`config.mk`:
```
export PLATFORM = sky130hd
export DESIGN_NAME = fetch_ctrl
export DESIGN_NICKNAME = d
export VERILOG_FILES = /design/src/rtl/fetch_ctrl.sv
export SDC_FILE = /design/constraint.sdc
export NUM_CORES = 1
export LEC_CHECK = 0
export ABC_AREA = 1
export CAP_MARGIN = 20
export CORE_UTILIZATION = 43
export CTS_BUF_LIST = sky130_fd_sc_hd__clkbuf_2 sky130_fd_sc_hd__clkbuf_4 sky130_fd_sc_hd__clkbuf_8
export DETAILED_ROUTE_END_ITERATION = 10
export PLACE_DENSITY_LB_ADDON = 0.3
export SYNTH_ARGS = -nofsm -noshare
export SYNTH_HDL_FRONTEND = slang
export SYNTH_SLANG_ARGS = --single-unit
```
`constraint.sdc`:
```
create_clock -name clk -period 1.65 [get_ports clk]
set_input_delay 0.33 -clock clk [delete_from_list [all_inputs] [get_ports clk]]
set_output_delay 0.33 -clock clk [all_outputs]
set_load 0.03 [all_outputs]
```
`src/rtl/fetch_ctrl.sv`:
```
// Fetch-stage sequencer: holds the PC during an outstanding imem request,
// buffers the returned instruction for decode and applies branch redirects.
module fetch_ctrl #(
  parameter int unsigned N  = 64,
  parameter int unsigned IW = 32
) (
  input  logic          clk,
  input  logic          reset,
  input  logic          br_req_E,
  input  logic [N-1:0]  br_target_E,
  input  logic          stall_D,
  input  logic          imem_ack,
  input  logic [IW-1:0] imem_rdata,
  output logic          imem_req,
  output logic          PCSrc_F,
  output logic          pc_en_F,
  output logic [N-1:0]  PCBranch_F,
  output logic [IW-1:0] instr_D,
  output logic          instr_valid_D
);

  typedef enum logic [1:0] {
    IDLE  = 2'd0,
    FETCH = 2'd1,
    VALID = 2'd2
  } state_t;

  state_t        state, state_nxt;
  logic          pend_vld, pend_vld_nxt;
  logic [N-1:0]  pend_tgt, pend_tgt_nxt;
  logic [IW-1:0] instr_nxt;
  logic          valid_nxt;
  logic          pending;

  assign pending    = pend_vld | br_req_E;
  assign PCBranch_F = pend_vld ? pend_tgt : br_target_E;

  // State and buffered-instruction registers
  always_ff @(posedge clk) begin
    if (reset) begin
      state         <= IDLE;
      pend_vld      <= 1'b0;
      pend_tgt      <= '0;
      instr_D       <= '0;
      instr_valid_D <= 1'b0;
    end else begin
      state         <= state_nxt;
      pend_vld      <= pend_vld_nxt;
      pend_tgt      <= pend_tgt_nxt;
      instr_D       <= instr_nxt;
      instr_valid_D <= valid_nxt;
    end
  end

  // Next-state, PC control and buffer updates
  always_comb begin
    state_nxt    = state;
    pend_vld_nxt = pend_vld;
    pend_tgt_nxt = pend_tgt;
    instr_nxt    = instr_D;
    valid_nxt    = instr_valid_D;
    imem_req     = 1'b0;
    pc_en_F      = 1'b0;
    PCSrc_F      = 1'b0;

    unique case (state)
      IDLE: begin
        if (br_req_E) begin
          pend_vld_nxt = 1'b1;
          pend_tgt_nxt = br_target_E;
        end
        state_nxt = FETCH;
      end

      FETCH: begin
        imem_req = 1'b1;
        if (!imem_ack) begin
          // Latest redirect wins while the request is outstanding
          if (br_req_E) begin
            pend_vld_nxt = 1'b1;
            pend_tgt_nxt = br_target_E;
          end
        end else if (pending) begin
          pc_en_F      = 1'b1;
          PCSrc_F      = 1'b1;
          pend_vld_nxt = 1'b0;
        end else begin
          pc_en_F   = 1'b1;
          instr_nxt = imem_rdata;
          valid_nxt = 1'b1;
          state_nxt = VALID;
        end
      end

      VALID: begin
        if (br_req_E) begin
          pc_en_F   = 1'b1;
          PCSrc_F   = 1'b1;
          valid_nxt = 1'b0;
          state_nxt = FETCH;
        end else if (!stall_D) begin
          valid_nxt = 1'b0;
          state_nxt = FETCH;
        end
      end

      default: state_nxt = IDLE;
    endcase
  end

endmodule

```
==> out/metrics.cfg <==
[run_status]
status = finished with violations
violations = setup timing

[drt]
routed_wl_um = 15470
routed_via_density = 5.045
drtIter0Drc = 251
drcViolationCount = 0
dr.pass1.iters = 5
detail_route.wl_per_cell_um = 15.15
num_vias = 5151
ant_nets = 0

[die]
die_h_um = 104.5
core_um2 = 10230
die-area_um2 = 10920
die_x_um = 104.5
rows = 37
boundaryPins = 201
start_util_pct = 44.14

[worst_setup_path]
worst_setup_path_end_kind = primary output
critPathLaunchType = register
crit_arrival_ps = 1440
cp.required_ps = 1320
slowest_delay_ps = 380
crit_family = buffers and inverters
crit_buf_inv = 4
crit_fanout = 5
critPathKind = register to primary output
crit_chain = buf_12, buf_12, clkbuf_16, nand2_2, nand2_2, buf_6
cp_slowest_cell = dfxtp_4

[yosys]
ys_types = 23
ys_ff_latch = 100
ys_seq_area_share_pct = 44.33
synth.avg_cell_area_um2 = 6.710
syn_area_um2 = 4516
yosys_warnings = 0
synth_nets = 779
synth_cells = 673

[clock_tree]
clk_pin_slew_ps = 90
h-tree-depth = 3
post_cts_hold_buffer_count = 0
cts_sinks = 100
cts_buffer_depth = 2
clock_latency_ps = 350
cts_tree = done
clock-root-buffer = clkbuf_8
cts_inserted_buffers = 9

[timing]
relSlewSlack_pct = 76.95
finalHoldViolations = 0
setup_viol = 44
timing.final.ws_setup_ps = -116.7
fmaxAchievable_mhz = 566.0
slew_violations = 0
clock_skew_ps = 11.82
rsz0062_at_grt = true
setup_tns_ps = -1963
period_share_pct = 107.1
min_period_ps = 1767
tightest_slew_ps = 347.1

[grt]
grt_max_degree = 50
grt_pass1_wl_um = 22300
grt_pass1_vias = 4717
track_usage_pct = 24.99
antenna_found_initial = 0
grt.overflow.total = 0

[cells_and_area]
final_common_cell = nor2_1
antenna_cells = 0
final_cell_mix = nor2_1 (195), nand2_1 (107), clkdlybuf4s50_1 (98)
drive_above_1_share_pct = 27.57
area_delta_synth_final_pct = 73.32
fin_nets = 987
instances_no_fill = 1021
nFillCells = 746

[place]
post-place-ws_ps = -138.8
port_buffers = 200
dp_hpwl_um = 8830
gp_congestion = 0.7545
place_inst = 984

[power]
switching_share_pct = 42.21
p_per_area_nw_per_um2 = 1550
p_int_w = 0.007010
total_power_w = 0.01213
clkPwrFrac_pct = 14.1
switchingPower_w = 0.005120
ir_drop_mv = 0.7476
power_frac_seq_pct = 28.8
comb_power_share_pct = 57.0
power.leakage_nw = 3.696

[worst_hold_path]
hold_path.class = register to register

[flow_run]
maxCapViolations = 0

layer usage:
metal / GRT usage, % / up-vias / share of wire, %
li1: - / 2518 / -
met1: 30.46 / 2381 / 40
met2: 43.80 / 218 / 51
met3: 5.514 / 34 / 6.9
met4: 7.245 / 0 / 2.3
met5: 0 / - / 0
power by group through the flow:
stage	registers, W	logic, W	clock network [W]
after floorplan	0.00356	0.00323	0
after global placement	0.00339	0.00502	0
after detailed placement	0.00343	0.00514	0
after CTS	0.00343	0.00607	0.00171
after global routing	0.00356	0.00736	0.00184
final	0.00350	0.00692	0.00171
cell families (layout without fill, tap and decap cells):
group	Yosys count	after routing	synth area share (%)
buffers and inverters	56	268	7.731
and+or+nand+nor	411	411	35.30
DFF	100	100	44.33
adders and majority gates	5	5	1.385
AOI/OAI and AO/OA	101	101	11.25
metrics by stage:
| stage | hold WS [ps] | util (%) | instance area, um^2 |
|---|---|---|---|
| 2_1_floorplan | 454.9 | - | 4522 |
| 3_3_place_gp | 462.6 | 63.58 | 6505 |
| 3_5_place_dp | 471.4 | 63.58 | 6505 |
| 4_1_cts | 490.7 | 71.07 | 7271 |
| 5_1_grt | 507.7 | 76.50 | 7826 |
| 6_report | 489.4 | 76.50 | 7826 |
synthesized netlist by cell type:
| cell type | number | area share, % |
|---|---|---|
| nand2_1 | 202 | 17 |
| nor2_1 | 198 | 16 |
| dfxtp_1 | 100 | 44 |
| o21ai_1 | 73 | 8.1 |
| o21ai_0 | 23 | 2.5 |
| buf_2 | 14 | 1.6 |
| buf_6 | 13 | 3.2 |
| clkbuf_1 | 10 | 0.83 |
| inv_1 | 8 | 0.67 |
| buf_4 | 5 | 0.83 |
| ha_1 | 5 | 1.4 |
| a21oi_1 | 4 | 0.44 |
| nand3_1 | 4 | 0.44 |
| nand2_2 | 3 | 0.42 |
| inv_2 | 2 | 0.17 |
| inv_4 | 2 | 0.28 |
| buf_1 | 1 | 0.083 |
| clkinv_1 | 1 | 0.083 |
| nand2_4 | 1 | 0.25 |
| nand3_4 | 1 | 0.39 |
| nor2_8 | 1 | 0.44 |
| nor3_1 | 1 | 0.11 |
| o21bai_1 | 1 | 0.17 |
timing repair:
item,in CTS,in global routing
cloned,5,7
endpoints found under the hold margin,0,0
pin swaps,12,42
buffers inserted,10,0
resized for setup,135,127
setup endpoints to repair,115,103
cell type report:
class	count	area (um^2)	share of cell area, %
Sequential cell	100	2013	25.72
Clock inverter	4	75.07	0.9592
Clock buffer	11	138.9	1.775
Inverter	13	71.32	0.9113
Timing Repair Buffer	240	2780	35.52
Tap cell	136	170.2	2.174
Multi-Input combinational cell	517	2577	32.93
tightest hold or removal path: stages, from the launching register on:
cell,delay [ps]
dfxtp_1,330
nor2_1,50
nor2_1,80
worst paths after layout:
check,startpoint,to,slack [ps],depth (start not counted)
worst min register to register,pend_tgt[32]$_SDFFE_PP0P_,pend_tgt[32]$_SDFFE_PP0P_,490,2
worst max-delay path,pend_vld$_SDFFE_PP0P_,PCBranch_F[20],-120,6
worst min-delay path,pend_tgt[32]$_SDFFE_PP0P_,pend_tgt[32]$_SDFFE_PP0P_,490,2
worst max register to register,state[1]$_SDFFE_PP0P_,pend_tgt[25]$_SDFFE_PP0P_,60,10
state kept, by name, indices dropped and copies added (netlist names):
register / count
state: 2
pend_tgt: 64
pend_vld: 1
instr_valid_D: 1
instr_D: 32
(Power assumes the default switching activity.)
